## src/rtl/beep_pattern_timer.sv

```systemverilog
// Step/tick sequencer for the end-of-game beeper: walks an 8-step pattern at TICK_HZ.
// Define BEEP_REPEAT_EN to stop in HOLD after REPEATS passes; otherwise the pattern loops forever.
module beep_pattern_timer #(
  parameter int unsigned CLK_FREQ = 50000000,
  parameter int unsigned TICK_HZ  = 4,
  parameter int unsigned REPEATS  = 2
) (
  input  logic       clk,
  input  logic       rst,
  input  logic       sw6,
  input  logic [1:0] gameState,
  output logic [2:0] count_8_4Hz,
  output logic       tick_4Hz,
  output logic       busy
);

  localparam int unsigned DIV   = CLK_FREQ / TICK_HZ;
  localparam int unsigned DivW  = $clog2(DIV);
  localparam int unsigned PassW = $clog2(REPEATS + 1);
  localparam logic [DivW-1:0] DivLast = DivW'(DIV - 1);

  typedef enum logic [1:0] {StIdle, StRun, StHold} state_e;

  state_e           state_q, state_d;
  logic [DivW-1:0]  div_q, div_d;
  logic [PassW-1:0] pass_q, pass_d;
  logic [1:0]       gs_prev_q;
  logic [2:0]       count_d;
  logic             tick_d, busy_d;

  logic start, abort, step_end, pass_end, limit, cont;

  assign start    = sw6 && (gameState <= 2'd1) && (gameState != gs_prev_q);
  assign abort    = !sw6 || (gameState >= 2'd2);
  assign step_end = (state_q == StRun) && (div_q == DivLast);
  assign pass_end = step_end && (count_8_4Hz == 3'd7);
  // Continue the current run: no abort and no restart this cycle.
  assign cont     = (state_q == StRun) && !start && !abort;

`ifdef BEEP_REPEAT_EN
  localparam logic [PassW-1:0] PassLast = PassW'(REPEATS - 1);
  assign limit = pass_end && (pass_q == PassLast);
`else
  assign limit = 1'b0;
`endif

  always_ff @(posedge clk) begin
    if (rst) begin
      state_q     <= StIdle;
      div_q       <= '0;
      pass_q      <= '0;
      gs_prev_q   <= 2'd2;
      count_8_4Hz <= 3'd0;
      tick_4Hz    <= 1'b0;
      busy        <= 1'b0;
    end else begin
      state_q     <= state_d;
      div_q       <= div_d;
      pass_q      <= pass_d;
      gs_prev_q   <= gameState;
      count_8_4Hz <= count_d;
      tick_4Hz    <= tick_d;
      busy        <= busy_d;
    end
  end

  // Abort beats restart, restart beats the pass limit.
  always_comb begin
    state_d = state_q;
    div_d   = '0;
    pass_d  = '0;
    if (abort) begin
      state_d = StIdle;
    end else if (start) begin
      state_d = StRun;
    end else if (limit) begin
      state_d = StHold;
    end
    if (cont) begin
      div_d  = step_end ? '0 : div_q + 1'b1;
      pass_d = pass_end ? pass_q + 1'b1 : pass_q;
    end
  end

  always_comb begin
    count_d = 3'd0;
    tick_d  = 1'b0;
    busy_d  = 1'b0;
    unique case (state_d)
      StRun: begin
        busy_d = 1'b1;
        if (cont) begin
          count_d = step_end ? count_8_4Hz + 3'd1 : count_8_4Hz;
          tick_d  = step_end;
        end
      end
      // Step 1 is silent in both beep patterns.
      StHold:  count_d = 3'd1;
      default: ;
    endcase
  end

endmodule

```

## config.mk

```make
export PLATFORM = sky130hd
export DESIGN_NAME = beep_pattern_timer
export DESIGN_NICKNAME = d
export VERILOG_FILES = /design/src/rtl/beep_pattern_timer.sv
export SDC_FILE = /design/constraint.sdc
export NUM_CORES = 1
export LEC_CHECK = 0
export BUFFER_PORTS_ARGS = -buffer_cell sky130_fd_sc_hd__clkbuf_2
export CORE_ASPECT_RATIO = 1.1
export CORE_MARGIN = 4
export CORE_UTILIZATION = 29
export DETAILED_ROUTE_END_ITERATION = 12
export PLACE_DENSITY_LB_ADDON = 0.05
export SYNTH_ARGS = -nofsm -noshare
export SYNTH_HDL_FRONTEND = slang
export SYNTH_SLANG_ARGS = --single-unit
```

## constraint.sdc

```tcl
create_clock -name clk -period 2.44 [get_ports clk]
set_input_delay 0.488 -clock clk [delete_from_list [all_inputs] [get_ports clk]]
set_output_delay 0.488 -clock clk [all_outputs]
set_load 0.05 [all_outputs]
```

==> results.md, run 1 <==
- Number of synthesized register bits: 33
- Initial standard-cell utilization of the core: 30.3%
- Top cell type's share of synthesized area: 39.9%
- Endpoint of the worst hold path: gs_prev_q[1]
- Row Count: 28
- Global-route wire length before repair: 6440 um
- Vias per inst: 5.16
- Growth of design area from synthesis to finish: 13.9%
- DR WL/cell: 13.4 um
- Worst hold stages: 2
- Initial DRC count: 80
- Startpoint-to-endpoint class of the critical path: flop to flop
- Max stage delay cell, worst path: or4_1
- VDD IR-drop max: 213 uV
- Worst-path cell chain: ha_1 -> nand3_1 -> or4_1 -> or4_1 -> a211oi_2
- Hold WS: 0.419 ns
- Estimated wirelength of the detail-placed design: 2620 um
- # nets final: 203
- R2R Path End: div_q[22]
- Number of pins with negative max-slew slack in the final report: 0
- Final weighted congestion in routability-driven placement: 0.677
- Global-route layer with the greatest usage: met2
- CTS Hold Bufs: 0
- Share of the yosys chip area belonging to registers: 39.9%
- Most prevalent standard cell on the critical path: or4_1
- Minimum clock period: 2.13 ns
- Count of buffers inserted at the top-level ports: 9
- Power per Cell Area: 541 mW/mm2
- CP Launch Point: div_q[0]
- Nets in the synthesized netlist: 192
- Data required time of the critical path: 2.65 ns
- Arrival @ worst endpoint: 2.34 ns
- Maximum clock insertion buffer count: 2
- Leakage component of the power: 0.573 nW
- Power, Total: 1.02 mW
- Setup repair after global routing missed its margin: false
- Final setup violating endpoints: 0
- Sinks on the clock net: 33
- Post-Place Worst Slack: 0.0453 ns
- Area leader, netlist: dfxtp_1
- Clock slew seen by the registers of the worst setup and hold paths: 0.07 ns
- Crit end category: flop
- Register-to-register path setup slack: 0.31 ns
- Class of the most critical hold timing path: input pin to flop
- WP buf/inv: 0
- IO Count: 10
- # resized after CTS: 0
- Area of the die: 0.00699 mm2
- Post-synthesis instance total: 183
- Worst Min Path Start: gameState[1]
- Cell area after synthesis: 0.00166 mm2
- Max stage delay on crit path: 0.67 ns
- Worst reg2reg startpoint: div_q[0]
- Final WS setup: 0.315 ns
- Max FO, Critical Path: 7
- Met1 track demand over resource in global routing: 14.0%
- Vias in the first global route: 1,397
- F_max: 471 MHz
- Die boundary width: 80.1 um
- Transition time at the pin with the least slew margin: 0.663 ns
- Post-synth EDFFs: 0
- Post-route setup TNS: 0 ns
- Antenna violations before repair: 0
- Maximum number of pins on one net before global-route repair: 25
- Total DRC errors in the routed layout: 0
- Fraction of layout cells with a size suffix above 1: 15.9%
- Top Family by Delay on Critical Path: simple AND/OR/NAND/NOR gates
- GR Layer Usage met3: 2.48%
- Final clock skew: 0.00740 ns
- Headroom to the max-slew limit: 55.2%
- Worst-case reg-to-reg path depth: 5
- Syn. warnings: 0
- Post-synthesis cell type count: 45
- Average footprint of a synthesized cell: 9.05 um2
- Total of max-cap violations: 0
- Clock tree from TritonCTS: yes
- Number of buffers added for setup after CTS: 0
- Critical Path Source Type: flop
- Post-detailed-route count of antenna-violating nets: 0
- Final global-route overflow total: 0
- Cts bufs inserted: 5
- Global routing usage on met2: 20.1%
- Root Buffer: clkbuf_8
- Share of the clock period used by the worst path after layout: 87.1%
- Core region area: 0.00547 mm2
- Ranking of synthesized cells by area: dfxtp_1 (40%), xnor2_1 (6.3%), nor3_1 (6.0%), ha_1 (3.0%), a211oi_1 (2.7%)
- Final Hold Fails: 0
- Top flip-flop cell by instance count after synthesis: dfxtp_1
- Die Height: 87.3 um
- Iteration count of the initial detailed-routing pass: 4
- Number of vias in the routed layout: 1,394
- Total global-route track usage: 11.9%
- Count of inserted antenna diode cells: 0
- Wire length reported by the detailed router: 3620 um
- H-tree levels: 2
- Worst skew pair latency: 0.29 ns
- Async SR Flop Fraction: 0%
- Result of the run: finished, final reports clean
-- synth_stat cells (all sizes together), types with 2 or more instances --
cell and instances:
dfxtp 33, nor3 21, xnor2 12, nand2 10
nor2 9, a211oi 8, nand3 8, nand4 8
inv 7, or3 7, or4 6, buf 5
o21ai 5, clkbuf 4, ha 4, nor4 4
o31ai 4, nor4b 3, xor2 3, a21oi 2
and4 2, nand2b 2, nor2b 2, o211ai 2
-- metal layers --
metal	up-vias	part of all wire [%]
li1	701	-
met1	660	48
met2	26	47
met3	7	3.2
met4	0	2.1
met5	-	0
-- cell type report --
class | count | area (um2)
fill | 599 | 3580
multi-input combinational | 134 | 917
sequential | 33 | 661
clock buffer | 7 | 96.3
tap | 75 | 93.8
timing repair buffer | 13 | 87.6
inverter | 7 | 26.3
clock inverter | 1 | 5.00
-- registers in the layout, indices dropped and copies added, names as in the netlist --
register,count
tick_4Hz,1
gs_prev_q,2
div_q,24
busy,1
count_8_4Hz,3
state_q,2
-- cell families after synthesis --
kind of cell / share of synthesized area [%]
AND/OR/NAND/NOR: 33.9
flip-flops: 39.9
AO/OA/AOI/OAI: 10.5
buffers and inverters: 4.76
XOR/XNOR: 7.93
adder cells (fa/ha/maj): 3.02
-- how the worst max path moves through the flow --
stage	to	cells after the start
6_report	div_q[22]	5
4_1_cts	div_q[22]	5
3_5_place_dp	count_8_4Hz[0]	8
2_1_floorplan	count_8_4Hz[0]	7
3_3_place_gp	count_8_4Hz[0]	8
5_1_grt	count_8_4Hz[0]	7
-- placed cells by master (no fill, tap or decap), types with 3 or more instances in the layout --
cell / n
ha_1: 4
xor2_1: 3
buf_4: 3
dfxtp_1: 33
o31ai_1: 4
inv_1: 7
nor2_1: 9
or4_1: 5
nor4b_1: 3
nand2_1: 10
o21ai_0: 5
nor4_1: 4
a211oi_1: 6
clkbuf_2: 9
nor3_1: 20
xnor2_1: 12
clkbuf_8: 7
or3_1: 5
nand3_1: 8
nand4_1: 7
-- power breakdown --
| group | internal (mW) | leakage (nW) | total [mW] | switching, mW |
|---|---|---|---|---|
| Combinational | 0.00849 | 0.253 | 0.0209 | 0.0124 |
| Sequential | 0.542 | 0.267 | 0.543 | 0.00159 |
| Clock | 0.255 | 0.0542 | 0.457 | 0.202 |
| Total | 0.805 | 0.573 | 1.02 | 0.216 |
-- stage by stage --
stage	instances	cell area [um2]	utilization, %
floorplan	183	1660	-
global placement	262	1790	32.7
detailed placement	262	1790	32.7
CTS	270	1890	34.5
global route	270	1890	34.5
finish	270	1890	34.5
Note: power is estimated with default switching activity, not from simulation.
==> inputs of run 2 (changes only) <==
--- a/config.mk
+++ b/config.mk
@@ -5,6 +5,7 @@
 export SDC_FILE = /design/constraint.sdc
 export NUM_CORES = 1
 export LEC_CHECK = 0
+export ABC_AREA = 1
 export BUFFER_PORTS_ARGS = -buffer_cell sky130_fd_sc_hd__clkbuf_2
 export CORE_ASPECT_RATIO = 1.1
 export CORE_MARGIN = 4
==> constraint.sdc (replaced) <==
create_clock -name clk -period 2.7 [get_ports clk]
set_input_delay 0.54 -clock clk [delete_from_list [all_inputs] [get_ports clk]]
set_output_delay 0.54 -clock clk [all_outputs]
set_load 0.05 [all_outputs]
==> run 2 against run 1 <==
Net effect:
- area after synthesis increased by 7.6%
- final area increased by 4.9%
- worst hold slack improved by 0.033 ns
- setup slack improved by 0.58 ns
- flip-flop and latch count unchanged
- register-to-register slack improved by 0.65 ns
- non-clock buffer count decreased by 4
- wire length increased by 5.6%
- synthesized cell count increased by 34%
- sequential power decreased by 9.8%
- highest routed layer unchanged
==> results.md, run 2 <==
- Startpoint-to-endpoint class of the critical path: input pin to flop
- Post-synthesis cell type count: 34
- Max reg flops: 24
- Total global-route track usage: 12.2%
- Mux cell area share after synthesis: 0%
- Growth of design area from synthesis to finish: 11.0%
- Area leader, netlist: dfxtp_1
- Post-Synth Simple-Gate Area: 42.2%
- Final setup violating endpoints: 0
- Maximum number of pins on one net before global-route repair: 20
- Final WS setup: 0.893 ns
- Area share of xor/xnor cells in the synthesized design: 4.91%
- Final global-route overflow total: 0
- Largest regs: div_q (24), count_8_4Hz (3)
- Post-synth EDFFs: 0
- # resized after CTS: 0
- Cts bufs inserted: 5
- Result of the run: finished, final reports clean
- Fraction of layout cells with a size suffix above 1: 20.0%
- Final Hold Fails: 0
- Worst-path cell chain: clkbuf_2 -> inv_1 -> nand2_1 -> nand3_2 -> inv_1 -> a21oi_1 -> ha_1 -> inv_1 -> nor3_4 -> nand2_1 -> a21oi_1 -> nor2_1
- Vias in the first global route: 1,502
- Arrival @ worst endpoint: 1.99 ns
- Max FO, Critical Path: 5
- Max stage delay cell, worst path: nor3_4
- Most prevalent standard cell on the critical path: inv_1
- Wire length reported by the detailed router: 3820 um
- Average footprint of a synthesized cell: 7.25 um2
- Share of the yosys chip area belonging to registers: 37.1%
- Total DRC errors in the routed layout: 0
- Number of pins with negative max-slew slack in the final report: 0
- Area of the die: 0.00747 mm2
- Initial DRC count: 68
- Post-detailed-route count of antenna-violating nets: 0
- Sinks on the clock net: 33
- Final weighted congestion in routability-driven placement: 0.777
- # nets final: 268
- Share of the clock period used by the worst path after layout: 66.9%
- DR WL/cell: 11.3 um
- Setup repair after global routing missed its margin: false
- Crit end category: flop
- IO Count: 10
- Leakage component of the power: 0.713 nW
- Largest family of logic cells by synthesized area: simple AND/OR/NAND/NOR gates
- F_max: 554 MHz
- Final clock skew: 0.0106 ns
- Transition time at the pin with the least slew margin: 0.400 ns
- Post-route setup TNS: 0 ns
- Count of buffers inserted at the top-level ports: 9
- Layout Cells excl Fill: 337
- Maximum clock insertion buffer count: 2
- Area used by multi-input combinational logic: 972 um2
- Most repeated cell in the gate-level netlist after synthesis: nand2_1
- Clock tree from TritonCTS: yes
- Post-synthesis instance total: 246
- Footprint of the flip-flops and latches: 661 um2
- H-tree levels: 2
- Number of buffers added for setup after CTS: 0
- VDD IR-drop max: 167 uV
- Cell area after synthesis: 0.00178 mm2
- Top Family by Delay on Critical Path: simple AND/OR/NAND/NOR gates
- Top cell type's share of synthesized area: 37.1%
- Row Count: 29
- Global-route wire length before repair: 7040 um
- Ranking of synthesized cells by area: dfxtp_1 (37%), nand2_1 (10%), nor2_1 (8.6%), inv_1 (5.9%), nor2_2 (4.9%)
- Data required time of the critical path: 2.89 ns
- List of most frequent post-synthesis cells: nand2_1 (48), nor2_1 (41), dfxtp_1 (33), inv_1 (28), nand3_1 (16)
- Class of the most critical hold timing path: input pin to flop
- CTS Hold Bufs: 0
- Most common library cell in the layout ignoring fill and taps: nand2_1
- Power, Total: 0.884 mW
- Antenna violations before repair: 0
- Clock slew seen by the registers of the worst setup and hold paths: 0.08 ns
- Die boundary width: 82.8 um
- Max stage delay on crit path: 0.26 ns
- Number of vias in the routed layout: 1,481
- Worst skew pair latency: 0.29 ns
- Commonest non-fill, non-tap cells in the layout: nand2_1 (48), nor2_1 (41), dfxtp_1 (33)
- Estimated wirelength of the detail-placed design: 2950 um
- Syn. warnings: 0
- Count of inserted antenna diode cells: 0
- Top register by number of flip-flops: div_q
- Die Height: 90.2 um
- Number of fill cells in the layout: 656
- Async SR Flop Fraction: 0%
- Post-Place Cells: 329
- Top flip-flop cell by instance count after synthesis: dfxtp_1
- WP buf/inv: 4
- Post-synthesis compound-gate area fraction: 4.63%
- Initial standard-cell utilization of the core: 30.3%
- Post-Place Worst Slack: 0.587 ns
- Vias per inst: 4.39
- Core region area: 0.00588 mm2
- Headroom to the max-slew limit: 73.2%
- Root Buffer: clkbuf_8
- Share of synthesized cell area in full adder, half adder and majority cells: 2.81%
- Power per Cell Area: 447 mW/mm2
- Nets in the synthesized netlist: 255
- Number of synthesized register bits: 33
- Iteration count of the initial detailed-routing pass: 4
- Critical Path Source Type: input pin
- Minimum clock period: 1.81 ns
- Total of max-cap violations: 0
[run 2: changes by cell type after synthesis, sizes merged, moves of 8 or more]
| cell | previous run | this run |
|---|---|---|
| a211oi | 8 | 0 |
| a21oi | 2 | 10 |
| inv | 7 | 31 |
| nand2 | 10 | 53 |
| nand3 | 8 | 19 |
| nor2 | 9 | 58 |
| nor3 | 21 | 7 |
| xnor2 | 12 | 4 |
[run 2: logic make-up (layout without fill, tap and decap cells)]
family                     count (synthesis)  count (layout)
xor gates and xnor gates                  10              10
buffers and inverters                     34              48
DFF                                       33              33
AOI/OAI and AO/OA                         15              15
adders and majority gates                  4               4
and+or+nand+nor                          150             150
[run 2: report_power, final]
group	internal [mW]	total [mW]	switching, mW	leakage [nW]
Clock	0.178	0.371	0.193	0.0439
Combinational	0.00710	0.0229	0.0158	0.402
Sequential	0.489	0.490	0.00110	0.267
Total	0.674	0.884	0.210	0.713
[run 2: routing by layer]
metal  routed length (um)  global-route usage (%)
met4                   45                    4.09
met5                    0                       0
met1                 1830                    15.3
met2                 1830                    19.7
met3                  109                    3.30
[run 2: area by class of cell]
class,instances,area share [%]
inverter,31,6.01
clock buffer,5,3.48
sequential,33,33.4
tap,77,4.87
timing repair buffer,9,2.28
clock inverter,3,0.885
multi-input combinational,179,49.1
[run 2: path summary, 6_finish.rpt]
check,startpoint,endpoint,slack (ns),cells past startpoint
max,gameState[0],count_8_4Hz[2],0.89,12
min,gameState[1],gs_prev_q[1],0.45,2
max reg2reg,gs_prev_q[0],count_8_4Hz[2],0.96,10
min reg2reg,div_q[0],div_q[0],0.46,1
[run 2: stage by stage]
step                instance area [um2]  hold WS (ns)  utilization [%]
floorplan                          1780         0.427                -
global placement                   1890         0.445             32.2
detailed placement                 1890         0.447             32.2
CTS                                1980         0.444             33.7
global route                       1980         0.460             33.7
finish                             1980         0.451             33.7
==> inputs of run 3 (changes only) <==
--- a/config.mk
+++ b/config.mk
@@ -5,7 +5,7 @@
 export SDC_FILE = /design/constraint.sdc
 export NUM_CORES = 1
 export LEC_CHECK = 0
-export ABC_AREA = 1
+export ABC_AREA = 0
 export BUFFER_PORTS_ARGS = -buffer_cell sky130_fd_sc_hd__clkbuf_2
 export CORE_ASPECT_RATIO = 1.1
 export CORE_MARGIN = 4
==> constraint.sdc (replaced) <==
create_clock -name clk -period 1.72 [get_ports clk]
set_input_delay 0.344 -clock clk [delete_from_list [all_inputs] [get_ports clk]]
set_output_delay 0.344 -clock clk [all_outputs]
set_load 0.05 [all_outputs]
==> run 3 against run 2 <==
Net effect:
- the run now ends with setup timing left
- combinational power rose by 98%
- die area fell by 6.4%
- critical path type is now flop to flop
- flip-flop and latch count did not move
- critical endpoint unchanged
- largest cell class unchanged
- critical path depth fell by 8
==> results.md, run 3 (synthesized netlist as in run 1, its figures left out) <==
- Result of the run: finished, violations left
- Violated checks: setup timing
- Iteration count of the initial detailed-routing pass: 4
- # nets final: 243
- Sinks on the clock net: 33
- VDD IR-drop max: 352 uV
- Antenna violations before repair: 0
- Clock slew seen by the registers of the worst setup and hold paths: 0.07 ns
- Worst skew pair latency: 0.29 ns
- Placed cell areas: 0.00214 mm2
- Largest regs: div_q (24), count_8_4Hz (3)
- Number of fill cells in the layout: 572
- Global routing usage on met2: 24.6%
- Transition time at the pin with the least slew margin: 0.334 ns
- Wire length reported by the detailed router: 4270 um
- GR Layer Usage met3: 4.55%
- Most common library cell in the layout ignoring fill and taps: buf_4
- Maximum number of pins on one net before global-route repair: 25
- Top register by number of flip-flops: div_q
- Worst-path cell chain: or4_4 -> or3_4 -> or4_4 -> a21oi_2
- Die boundary width: 80.1 um
- Cts bufs inserted: 5
- Final clock skew: 0.00723 ns
- Core region area: 0.00547 mm2
- DR WL/cell: 13.8 um
- Power per Cell Area: 610 mW/mm2
- Maximum clock insertion buffer count: 2
- Vias in the first global route: 1,662
- Final global-route overflow total: 0
- Footprint of the flip-flops and latches: 678 um2
- WP buf/inv: 0
- Max stage delay on crit path: 0.54 ns
- CTS Hold Bufs: 0
- Minimum clock period: 1.92 ns
- Post-route setup TNS: -3.20 ns
- Global-route layer with the greatest usage: met2
- Vias per inst: 4.95
- Final Cell Area: 0.00235 mm2
- Count of buffers inserted at the top-level ports: 9
- Met1 track demand over resource in global routing: 15.5%
- Crit end category: flop
- Critical Path Source Type: flop
- Most prevalent standard cell on the critical path: or4_4
- Global-route wire length before repair: 7630 um
- Class of the most critical hold timing path: input pin to flop
- Final Hold Fails: 0
- Final WS setup: -0.199 ns
- Final weighted congestion in routability-driven placement: 0.726
- Initial DRC count: 64
- Number of vias in the routed layout: 1,534
- Growth of design area from synthesis to finish: 41.6%
- Setup repair after global routing missed its margin: true
- Area of the die: 0.00699 mm2
- Leakage component of the power: 0.799 nW
- Total of max-cap violations: 0
- Area used by multi-input combinational logic: 0.00104 mm2
- Share of the clock period used by the worst path after layout: 112%
- Root Buffer: clkbuf_8
- Die Height: 87.3 um
- Number of pins with negative max-slew slack in the final report: 0
- IO Count: 10
- Fraction of layout cells with a size suffix above 1: 43.4%
- Max reg flops: 24
- Count of inserted antenna diode cells: 0
- Post-Place Worst Slack: -0.243 ns
- F_max: 521 MHz
- Data required time of the critical path: 1.95 ns
- Initial standard-cell utilization of the core: 30.3%
- H-tree levels: 2
- Power, Total: 1.43 mW
- Top Family by Delay on Critical Path: simple AND/OR/NAND/NOR gates
- Total global-route track usage: 14.0%
- Commonest non-fill, non-tap cells in the layout: buf_4 (40), dfxtp_1 (23), nor3_1 (13)
- Max stage delay cell, worst path: or4_4
- Arrival @ worst endpoint: 2.15 ns
- Final setup violating endpoints: 26
- Estimated wirelength of the detail-placed design: 3040 um
- Total DRC errors in the routed layout: 0
- Post-detailed-route count of antenna-violating nets: 0
- Max FO, Critical Path: 3
- Row Count: 28
- Clock tree from TritonCTS: yes
- Headroom to the max-slew limit: 77.5%
- Startpoint-to-endpoint class of the critical path: flop to flop
[run 3: final timing paths]
path	from	endpoint	slack, ns	cells after the start
hold / removal	gameState[1]	gs_prev_q[1]	0.27	2
hold reg to reg	div_q[0]	div_q[0]	0.46	1
setup reg to reg	div_q[8]	count_8_4Hz[2]	-0.20	4
setup / recovery	div_q[8]	count_8_4Hz[2]	-0.20	4
[run 3: layout make-up]
class / count / share of cell area, %
clock buffers: 8 / 3.84
multi-input cells: 134 / 44.4
well taps: 75 / 4.00
flip-flops and latches: 33 / 28.9
inverters: 7 / 1.12
repair buffers: 53 / 17.7
[run 3: worst reg2reg max path: cells and delay by family, from the launching register on]
| kind | cells | cell delay (ns) |
|---|---|---|
| AO/OA/AOI/OAI | 1 | 0.12 |
| flip-flops | 1 | 0.33 |
| AND/OR/NAND/NOR | 3 | 1.41 |
[run 3: routing by layer]
layer,part of all wire [%],up-vias
met4,1.8,0
li1,-,787
met2,51,18
met1,44,722
met5,0,-
met3,3.2,7
[run 3: timing repair]
action / 4_1_cts / 5_1_grt
gates resized for setup: 8 / 12
cloned: 1 / 0
setup endpoints to repair: 27 / 28
pin swaps: 3 / 2
setup buffers: 4 / 0
[run 3: power breakdown]
group / switching [mW] / total (mW) / internal, mW
clock: 0.290 / 0.617 / 0.327
combinational: 0.0242 / 0.0454 / 0.0211
sequential: 0.00291 / 0.768 / 0.765
[run 3: stage by stage]
step	utilization [%]	instances	hold slack [ns]
2_1_floorplan	-	183	0.413
3_3_place_gp	39.2	298	0.459
3_5_place_dp	39.2	298	0.465
4_1_cts	42.5	311	0.270
5_1_grt	42.9	310	0.269
6_report	42.9	310	0.274
